**src/rtl/upg_loader_ctrl.sv**
```systemverilog
`default_nettype none
// ============================================================================
// Module      : upg_loader_ctrl
// Description : Parses a length-prefixed UART byte frame into little-endian
//               words and drives the instruction-RAM upload port.
// Revision    : 1.0 - initial release
// ============================================================================
module upg_loader_ctrl #(
  parameter int ADDR_W  = 14,
  parameter int TIMEOUT = 100000,
  parameter int TO_W    = 17
) (
  input  logic              clk,
  input  logic              rst_n,
  input  logic              start_i,
  input  logic              rx_valid_i,
  input  logic [7:0]        rx_data_i,
  output logic              upg_rst_o,
  output logic              upg_wen_o,
  output logic [ADDR_W-1:0] upg_addr_o,
  output logic [31:0]       upg_data_o,
  output logic              upg_done_o,
  output logic              busy_o,
  output logic              err_o,
  output logic [ADDR_W:0]   word_cnt_o
);

  typedef enum logic [2:0] {
    S_IDLE = 3'd0,
    S_LEN0 = 3'd1,
    S_LEN1 = 3'd2,
    S_DATA = 3'd3,
    S_DONE = 3'd4,
    S_ERR  = 3'd5
  } state_t;

  localparam logic [TO_W-1:0]   c_TO_LAST   = TO_W'(TIMEOUT - 1);
  localparam logic [TO_W-1:0]   c_TO_ONE    = TO_W'(1);
  localparam logic [ADDR_W:0]   c_CNT_ONE   = (ADDR_W+1)'(1);
  localparam logic [16:0]       c_MAX_WORDS = 17'(1 << ADDR_W);

  state_t              r_state, w_state_nxt;
  logic [15:0]         r_len, w_len_nxt;
  logic [1:0]          r_byte_idx, w_byte_idx_nxt;
  logic [31:0]         r_asm, w_asm_nxt;
  logic [TO_W-1:0]     r_to_cnt, w_to_nxt;
  logic [ADDR_W:0]     r_word_cnt, w_word_cnt_nxt;
  logic                r_wen, w_wen_nxt;
  logic [ADDR_W-1:0]   r_addr, w_addr_nxt;
  logic [31:0]         r_data, w_data_nxt;
  logic                r_upg_rst, r_done, r_busy, r_err;

  logic [15:0]         w_len_full;
  logic                w_words_done;
  logic                w_to_expired;

  assign w_len_full   = {rx_data_i, r_len[7:0]};
  assign w_words_done = (32'(r_word_cnt) == 32'(r_len));
  assign w_to_expired = (r_to_cnt == c_TO_LAST);

  always_comb begin
    w_state_nxt    = r_state;
    w_len_nxt      = r_len;
    w_byte_idx_nxt = r_byte_idx;
    w_asm_nxt      = r_asm;
    w_to_nxt       = r_to_cnt;
    w_word_cnt_nxt = r_word_cnt;
    w_wen_nxt      = 1'b0;
    w_addr_nxt     = r_addr;
    w_data_nxt     = r_data;

    // A restart wins over any byte arriving in the same cycle.
    if (start_i) begin
      w_state_nxt    = S_LEN0;
      w_byte_idx_nxt = 2'd0;
      w_asm_nxt      = 32'd0;
      w_to_nxt       = '0;
      w_word_cnt_nxt = '0;
    end else begin
      case (r_state)
        S_LEN0: begin
          if (rx_valid_i) begin
            w_len_nxt[7:0] = rx_data_i;
            w_to_nxt       = '0;
            w_state_nxt    = S_LEN1;
          end
        end
        S_LEN1: begin
          if (rx_valid_i) begin
            w_len_nxt      = w_len_full;
            w_to_nxt       = '0;
            w_byte_idx_nxt = 2'd0;
            if (w_len_full == 16'd0)
              w_state_nxt = S_DONE;
            else if ({1'b0, w_len_full} > c_MAX_WORDS)
              w_state_nxt = S_ERR;
            else
              w_state_nxt = S_DATA;
          end else if (w_to_expired) begin
            w_state_nxt = S_ERR;
          end else begin
            w_to_nxt = r_to_cnt + c_TO_ONE;
          end
        end
        S_DATA: begin
          // Final write was issued last cycle; done follows one cycle later.
          if (w_words_done) begin
            w_state_nxt = S_DONE;
          end else if (rx_valid_i) begin
            w_to_nxt                          = '0;
            w_asm_nxt[{r_byte_idx, 3'b000} +: 8] = rx_data_i;
            w_byte_idx_nxt                    = r_byte_idx + 2'd1;
            if (r_byte_idx == 2'd3) begin
              w_wen_nxt      = 1'b1;
              w_addr_nxt     = r_word_cnt[ADDR_W-1:0];
              w_data_nxt     = {rx_data_i, r_asm[23:0]};
              w_word_cnt_nxt = r_word_cnt + c_CNT_ONE;
            end
          end else if (w_to_expired) begin
            w_state_nxt = S_ERR;
          end else begin
            w_to_nxt = r_to_cnt + c_TO_ONE;
          end
        end
        default: ;
      endcase
    end
  end

  always_ff @(posedge clk or posedge rst_n) begin
    if (rst_n) begin
      r_state    <= S_IDLE;
      r_len      <= 16'd0;
      r_byte_idx <= 2'd0;
      r_asm      <= 32'd0;
      r_to_cnt   <= '0;
      r_word_cnt <= '0;
      r_wen      <= 1'b0;
      r_addr     <= '0;
      r_data     <= 32'd0;
      r_upg_rst  <= 1'b1;
      r_done     <= 1'b0;
      r_busy     <= 1'b0;
      r_err      <= 1'b0;
    end else begin
      r_state    <= w_state_nxt;
      r_len      <= w_len_nxt;
      r_byte_idx <= w_byte_idx_nxt;
      r_asm      <= w_asm_nxt;
      r_to_cnt   <= w_to_nxt;
      r_word_cnt <= w_word_cnt_nxt;
      r_wen      <= w_wen_nxt;
      r_addr     <= w_addr_nxt;
      r_data     <= w_data_nxt;
      // CPU is released only from IDLE or a complete image, never from ERR.
      r_upg_rst  <= (w_state_nxt == S_IDLE) || (w_state_nxt == S_DONE);
      r_done     <= (w_state_nxt == S_DONE);
      r_busy     <= (w_state_nxt == S_LEN0) || (w_state_nxt == S_LEN1) ||
                    (w_state_nxt == S_DATA);
      r_err      <= (w_state_nxt == S_ERR);
    end
  end

  assign upg_rst_o  = r_upg_rst;
  assign upg_wen_o  = r_wen;
  assign upg_addr_o = r_addr;
  assign upg_data_o = r_data;
  assign upg_done_o = r_done;
  assign busy_o     = r_busy;
  assign err_o      = r_err;
  assign word_cnt_o = r_word_cnt;

endmodule
`default_nettype wire

```
**config.mk**
```make
export PLATFORM = sky130hd
export DESIGN_NAME = upg_loader_ctrl
export DESIGN_NICKNAME = d
export VERILOG_FILES = /design/src/rtl/upg_loader_ctrl.sv
export SDC_FILE = /design/constraint.sdc
export NUM_CORES = 1
export LEC_CHECK = 0
export CORE_UTILIZATION = 42
export CTS_CLUSTER_DIAMETER = 60
export CTS_CLUSTER_SIZE = 16
export DETAILED_ROUTE_END_ITERATION = 10
export PLACE_DENSITY = 0.66
export SLEW_MARGIN = 30
export SYNTH_ARGS = -nofsm -noshare
export SYNTH_HDL_FRONTEND = slang
export SYNTH_SLANG_ARGS = --single-unit
export TNS_END_PERCENT = 1
```
**constraint.sdc**
```tcl
create_clock -name clk -period 5.85 [get_ports clk]
set_input_delay 0.585 -clock clk [delete_from_list [all_inputs] [get_ports clk]]
set_output_delay 0.585 -clock clk [all_outputs]
set_load 0.02 [all_outputs]
```
* After elaboration in Yosys (flattened, before gate mapping)
Index checks and enable logic that the tools add are counted.
** Cells by class
- Add/subtract/negate cells :: 4
- Magnitude comparators :: 1
- Eq/ne operators :: 16
- Shift operators :: 2
- Muxes and demuxes :: 37
- Bitwise gates (word level) :: 3
- Reduce and logical (&&, ||, !) cells :: 17
** Operator list (number)
- two-way mux 32 bit :: 4
- two-way mux 17 bit :: 5
- two-way mux 15 bit :: 5
- one-hot mux 17 bit (3 select lines) :: 1
- bitwise mux 32 bit :: 1
- variable shift 8 x 7 -> 32 bit, first input constant :: 1
- variable part select 8 x 7 -> 32 bit :: 1
- two-way mux 3 bit :: 8
- adder 17 x 1 -> 17 bit, second input constant :: 1
- equality test 17 bit, second input constant :: 1
- equality test 15 x 16 -> 1 bit :: 1
- > comparator 16 x 15 -> 1 bit, second input constant :: 1
- zero test 16 bit :: 1
- one-hot mux 8 bit (2 select lines) :: 1
- adder 15 x 1 -> 15 bit, second input constant :: 1
- equality test 3 x 2 -> 1 bit, second input constant :: 4
- inequality test 3 bit, second input constant :: 4
- AND reduction 4 bit :: 3
- one-hot mux 3 bit (3 select lines) :: 1
- AND reduction 3 bit :: 3
- two-way mux 2 bit :: 4
- two-way mux 8 bit :: 1
- negation 5 -> 7 bit :: 1
- equality test 3 x 1 -> 1 bit, second input constant :: 2
- 13 further kinds :: 24
** Storage, ports and cells
- Register bits :: 136
- Input bits :: 12
- Output and inout bits :: 66

* Logic depth before layout (Yosys ltp)
Gate-level depths: netlist of the first run.
- Word-level depth :: 9
- Gate-level depth with buffers :: 10
- Gate-level depth less buffers :: 7

* Least setup slack after synthesis of the first run
OpenSTA, ideal clock, no wires.
- Path kind :: register to register
- From :: register r_word_cnt[5] (netlist: word_cnt_o[5])
- To :: register r_addr[0] (netlist: upg_addr_o[0])
- Library setup time :: 0.125 ns
- Arrival :: 2.345 ns
- Data required time :: 5.725 ns
- Path slack :: 3.380 ns
- Cell stages (with the launch flop) :: 10
- Buffers on the path :: 3
- Cell sequence :: dfrtp_1 > xor2_1 > nor4_1 > nand4_1 > o21a_1 > buf_2 > nand3_1 > buf_4 > buf_6 > mux2_2
** Between the ends
- Longest elaborated chain between the ends :: 3
** Ends and longest elaborated chain
- from (decl) :: RTL line 47 : logic [ADDR_W:0] r_word_cnt, w_word_cnt_nxt;
- from (signal assigned) :: RTL line 151 : r_word_cnt <= w_word_cnt_nxt;
- equality test 15 x 16 -> 1 bit :: RTL line 58 : assign w_words_done = (32'(r_word_cnt) == 32'(r_len));
- NOT 1 bit (no source line)
- AND reduction 5 bit (no source line)
- to (signal assigned) :: RTL line 153 : r_addr <= w_addr_nxt;
- to (decl) :: RTL line 49 : logic [ADDR_W-1:0] r_addr, w_addr_nxt;
No other way between the ends.
A chain may end at the register's enable or synchronous reset.

* Final worst setup path of the first run
- From :: register r_word_cnt[5] (netlist: word_cnt_o[5])
- To :: register r_data[3] (netlist: upg_data_o[3])
** Between the ends
- Longest elaborated chain between the ends :: 3
** Ends and longest elaborated chain
- equality test 15 x 16 -> 1 bit :: RTL line 58
- NOT 1 bit (no source line)
- AND reduction 5 bit (no source line)
- to (signal assigned) :: RTL line 154 : r_data <= w_data_nxt;
- to (decl) :: RTL line 50 : logic [31:0] r_data, w_data_nxt;
No other way between the ends.

==> run_results.csv, run 1 <==
group,metric,value,unit
outcome,status,"finished clean",
setup_path,cp_max_fo,30,
clocking,cts.clk_slew.worst_paths,0.06,ns
yosys,ys.flop_type,"dfrtp_1",
clocking,postCtsHoldBufs,0,
clocking,cts_tree,"yes",
timing,fin_crit,3.53,ns
grt,grt_pass1_vias,4343,
clocking,htreeDepth,4,
layout,antenna_cells,0,
setup_path,end_kind,"flip-flop",
layout,final_cell_mix,"dfrtp_1 (127), clkdlybuf4s50_1 (77), mux2_2 (66), nand2_1 (39), inv_1 (26)",
clocking,insertion_delay,0.43,ns
floorplanning,initial_utilization,43.1,%
timing,drv_slew,0,
yosys,synth_edf_count,0,
placed_design,gp_congestion,0.794,
grt,groute.usage.overall,19.9,%
yosys,synthCells,514,
clocking,cts_buffers,17,
layout,final_common_cell,"dfrtp_1",
routing,ant_nets,0,
clocking,clkSinkCount,128,
min_path,hold_class,"flip-flop to flip-flop",
yosys,synth.distinct_cells,61,
setup_path,regToRegEndpoint,"upg_data_o[3]",
routing,vias,4314,
timing,timing.fmax,284,MHz
setup_path,crit_type,"flip-flop to flip-flop",
floorplanning,ios,78,
grt,use_met1,26.0,%
timing,tns,0,ns
floorplanning,die_w,121,um
placed_design,hpwl,9.09,mm
yosys,yosys_warnings,0,
setup_path,cp.required,6.16,ns
timing,tightest_slew,0.887,ns
timing,rsz0062_at_grt,"no",
setup_path,crit_start,"word_cnt_o[5]",
floorplanning,die_y,121,um
setup_path,rr_worst_depth,7,
yosys,syn-num-nets,532,
grt,use_met3,5.03,%
clocking,cts_setup_buffers,0,
grt,antenna_found_initial,0,
pwr,power_frac_clock,45.0,%
pwr,comb_power_share,10.5,%
grt,grt_max_degree,85,
grt,busiest_layer,"met2",
grt,grt_pass1_wl,22.2,mm
clocking,cts_resized,0,
grt,met2_usage,31.3,%
routing,dr.pass1.iters,5,
clocking,cts-root-buf,"clkbuf_16",
pwr,p_switching,605,uW
routing,route.detailed.drc,0,
pwr,irDropWorstVdd,212,uV
layout,final_core_utilization,53.7,%
timing,slew_headroom,40.4,%
grt,overflow,0,
layout,finalNetCount,610,
routing,wl_per_cell,17.2,um
yosys,syn_area,5990,sq um
pwr,switching_share,26.7,%
timing,timing.final.crit_share,60.3,%
pwr,internal-power,1660,uW
pwr,powerDensity,304,nW/um^2
yosys,async_flop_share,100,%
floorplanning,fp-row-count,43,
pwr,power_frac_seq,44.5,%
floorplanning,placeableCoreArea,13900,sq um
layout,drive_gt1_share,19.7,%
routing,drtIter0Drc,277,
setup_path,r2r_start,"word_cnt_o[5]",
setup_path,cp-start-kind,"flip-flop",
routing,routed_via_density,5.50,
flow_run,max_cap_viol_count,0,
routing,routed_wl,13.5,mm
timing,setup_violations,0,
yosys,ys_seq_area_share,53.5,%
timing,hold_violations,0,
pwr,leakagePower,0.00338,uW
yosys,ys_ff_latch,128,
placed_design,port_buffers,77,
setup_path,reg2reg_setup_slack,2.32,ns
layout,syn2layout_area_growth,24.5,%
clocking,clockBufferDepth,2,
timing,skew,0.0173,ns
yosys,synth.avg_cell_area,11.6,sq um
setup_path,arrival,3.83,ns
setup_path,crit_end,"upg_data_o[3]",
floorplanning,die-area,14700,sq um
==> flip-flops by register name, indices dropped and copies added, names as in the netlist, 2 cells and up <==
| signal | count |
|---|---|
| upg_data_o | 32 |
| r_asm | 24 |
| r_to_cnt | 17 |
| r_len | 16 |
| word_cnt_o | 15 |
| upg_addr_o | 14 |
| r_state | 3 |
| r_byte_idx | 2 |
==> power groups by stage <==
stage | sequential, uW | combinational [uW] | clock, uW
finish | 1010 | 239 | 1020
global route | 1010 | 266 | 1080
CTS | 1010 | 242 | 1040
detailed placement | 1020 | 240 | 0
global placement | 1020 | 232 | 0
floorplan | 1010 | 186 | 0
==> metrics by stage <==
stage	instance area (sq um)	setup WS [ns]	instances	hold WS [ns]	power, uW
3_3_place_gp	6870	2.19	753	0.488	1250
4_1_cts	7450	2.31	785	0.505	2290
2_1_floorplan	5990	1.85	514	0.469	1200
3_5_place_dp	6880	2.00	753	0.487	1260
5_1_grt	7450	2.07	785	0.521	2360
6_report	7450	2.32	785	0.503	2260
==> how the worst min path moves through the flow <==
| stage | startpoint | to | slack, ns | cells after the start |
|---|---|---|---|---|
| finish | upg_data_o[31] | upg_data_o[31] | 0.50 | 1 |
| global route | upg_data_o[20] | upg_data_o[20] | 0.52 | 1 |
| CTS | upg_data_o[31] | upg_data_o[31] | 0.51 | 1 |
| detailed placement | r_asm[23] | r_asm[23] | 0.49 | 1 |
| global placement | r_asm[17] | r_asm[17] | 0.49 | 1 |
| floorplan | r_asm[16] | r_asm[16] | 0.47 | 1 |
==> metal layers <==
layer  wire, um  part of all wire [%]
met5          0                     0
met4        262                   1.9
met3        454                   3.4
met2       6570                    49
met1       6200                    46
==> cells in the mapped netlist, drive strengths merged (3+ instances only) <==
cell type | number | area [sq um]
a21oi | 13 | 65.1
a31o | 4 | 35.0
clkbuf | 10 | 58.8
nand3 | 17 | 85.1
dfrtp | 127 | 3180
ha | 6 | 75.1
o21ai | 16 | 80.1
a21o | 6 | 45.0
or3 | 3 | 18.8
nor2 | 20 | 75.1
a22o | 8 | 70.1
xor2 | 13 | 114
nor2b | 6 | 37.5
inv | 27 | 101
mux2i | 17 | 170
nor3 | 14 | 70.1
and2 | 3 | 18.8
xnor2 | 3 | 26.3
nor4 | 9 | 56.3
or4 | 6 | 48.8
buf | 11 | 83.8
a211o | 5 | 45.0
and4 | 4 | 36.3
nand4 | 12 | 75.1
o22a | 7 | 61.3
and3 | 8 | 51.3
o31ai | 8 | 65.1
mux2 | 66 | 743
nand2 | 39 | 146
==> kinds of logic after synthesis <==
group | after synthesis | share of synthesized area [%]
and+or+nand+nor | 155 | 14.0
DFF | 128 | 53.5
muxes | 83 | 15.3
AOI/OAI and AO/OA | 77 | 9.53
buffers and inverters | 49 | 4.14
xor gates and xnor gates | 16 | 2.34
adders and majority gates | 6 | 1.25
==> layout make-up <==
type	count	area, sq um
clock buffers	17	425
fillers	1214	6430
clock inverters	15	149
inverters	28	110
well taps	180	225
flip-flops and latches	128	3200
repair buffers	80	793
multi-input cells	337	2550
==> critical path: stages, from the launching register on <==
cell     delay (ns)
dfrtp_1        0.49
xor2_1         0.20
nor4_1         0.52
nand4_1        0.37
o21a_1         0.42
nand3_2        0.65
buf_4          0.38
mux2_2         0.36
Note: power is estimated with default switching activity, not from simulation.
==> run 2: changes to the inputs <==
PLACE_DENSITY = 0.69   (was 0.66)
clock period = 3.15 ns   (was 5.85 ns; I/O delays follow)
==> run 2 against run 1 <==
Effect of this change:
- maximum frequency rose by 27%
- design area is 3.4% higher
- highest routed layer unchanged
- die area did not move
- worst hold slack lost 0.088 ns
- cell count is 2.7% higher
- sequential power rose by 86%
- critical path type unchanged
==> run_results.csv, run 2 (same netlist as run 1, synthesis figures left out) <==
group,metric,value,unit
clocking,cts-root-buf,"clkbuf_16",
clocking,cts_setup_buffers,0,
outcome,status,"finished clean",
floorplanning,die-area,14700,sq um
clocking,clkSinkCount,128,
grt,overflow,0,
clocking,cts_resized,0,
layout,drive_gt1_share,22.2,%
pwr,power_frac_clock,47.4,%
pwr,powerDensity,580,nW/um^2
grt,grt_max_degree,54,
routing,dr.pass1.iters,5,
floorplanning,fp-row-count,43,
pwr,internal-power,3360,uW
setup_path,crit_type,"flip-flop to flip-flop",
layout,final_common_cell,"dfrtp_1",
pwr,leakagePower,0.00353,uW
routing,routed_wl,14.1,mm
routing,routed_via_density,5.41,
floorplanning,initial_utilization,43.1,%
pwr,comb_power_share,10.6,%
setup_path,cp-start-kind,"flip-flop",
grt,antenna_found_initial,0,
routing,wl_per_cell,17.5,um
clocking,postCtsHoldBufs,0,
timing,setup_violations,0,
timing,fin_crit,2.77,ns
setup_path,cp_max_fo,36,
timing,tightest_slew,0.903,ns
layout,finalNetCount,631,
clocking,cts.clk_slew.worst_paths,0.06,ns
grt,grt_pass1_vias,4550,
routing,drtIter0Drc,273,
routing,route.detailed.drc,0,
setup_path,end_kind,"flip-flop",
placed_design,hpwl,9.63,mm
timing,timing.final.crit_share,87.8,%
setup_path,arrival,3.07,ns
pwr,switching_share,25.0,%
pwr,power_frac_seq,41.9,%
timing,slew_headroom,39.3,%
layout,final_core_utilization,55.5,%
layout,antenna_cells,0,
clocking,cts_tree,"yes",
pwr,total_power,4480,uW
clocking,htreeDepth,4,
clocking,insertion_delay,0.42,ns
floorplanning,die_w,121,um
flow_run,max_cap_viol_count,0,
placed_design,gp_congestion,0.815,
clocking,clockBufferDepth,2,
timing,hold_violations,0,
grt,groute.usage.overall,21.0,%
floorplanning,ios,78,
floorplanning,placeableCoreArea,13900,sq um
routing,vias,4359,
placed_design,port_buffers,77,
min_path,hold_class,"input port to asynchronous set/reset pin",
routing,ant_nets,0,
timing,skew,0.00655,ns
floorplanning,die_y,121,um
pwr,irDropWorstVdd,399,uV
timing,timing.fmax,361,MHz
clocking,cts_buffers,17,
pwr,p_switching,1120,uW
setup_path,cp.required,3.45,ns
layout,largest_reg_flops,32,
grt,grt_pass1_wl,23.3,mm
timing,drv_slew,0,
timing,rsz0062_at_grt,"no",
layout,syn2layout_area_growth,28.8,%
layout,final_cell_mix,"dfrtp_1 (127), clkdlybuf4s50_1 (77), mux2_2 (66), nand2_1 (39), inv_1 (26)",
timing,tns,0,ns
## run 2: cell count changes in the layout (fill, tap and decap cells not counted), sizes merged
cell,previous run,this run
clkinv,6,5
inv,34,30
buf,3,24
clkbuf,17,18
clkinvlp,2,3
bufinv,1,4
## run 2: final cells by class
class | instances | area (sq um)
fillers | 1167 | 6170
repair buffers | 101 | 988
multi-input cells | 337 | 2540
clock buffers | 18 | 439
clock inverters | 14 | 204
inverters | 28 | 109
flip-flops and latches | 128 | 3200
well taps | 180 | 225
## run 2: power groups by stage
stage	sequential, uW	clock, uW	combinational (uW)
global placement	1900	0	462
floorplan	1870	0	347
global route	1890	2230	527
finish	1880	2120	476
detailed placement	1900	0	473
CTS	1880	2160	478
## run 2: worst max-delay path, cell delays in order, from the launching register on
cell	delay (ns)
dfrtp_1	0.44
xor2_1	0.19
nor4_1	0.49
nand4_1	0.35
o21a_1	0.40
nand3_2	0.16
buf_12	0.22
mux2_2	0.36
## run 2: stage by stage
step           worst slack (ns)  area, sq um  hold WS [ns]  cells
2_1_floorplan             0.680         5990         0.448    514
3_3_place_gp              0.499         7070         0.484    774
3_5_place_dp              0.423         7070         0.492    774
4_1_cts                   0.430         7710         0.435    806
5_1_grt                   0.236         7710         0.475    806
6_report                  0.383         7710         0.415    806
## run 2: routing by layer
| metal | share of wire (%) | vias to the layer above | global-route usage, % | routed length, um |
|---|---|---|---|---|
| met4 | 1.0 | 0 | 6.10 | 147 |
| met2 | 49 | 94 | 33.3 | 6900 |
| met3 | 4.6 | 13 | 6.58 | 648 |
| met5 | 0 | - | 0 | 0 |
| li1 | - | 2066 | - | - |
| met1 | 46 | 2186 | 27.3 | 6430 |
## run 2: final timing paths
| kind | startpoint | to | slack, ns | cells past startpoint |
|---|---|---|---|---|
| worst max-delay path | word_cnt_o[5] | upg_data_o[18] | 0.38 | 7 |
| worst min-delay path | rst_n | upg_data_o[5] | 0.41 | 2 |
| worst max register to register | word_cnt_o[5] | upg_data_o[18] | 0.38 | 7 |
| worst min register to register | r_asm[12] | upg_data_o[12] | 0.50 | 1 |
| max in group asynchronous | rst_n | upg_addr_o[2] | 1.99 | 3 |
| min in group clk | r_asm[12] | upg_data_o[12] | 0.50 | 1 |
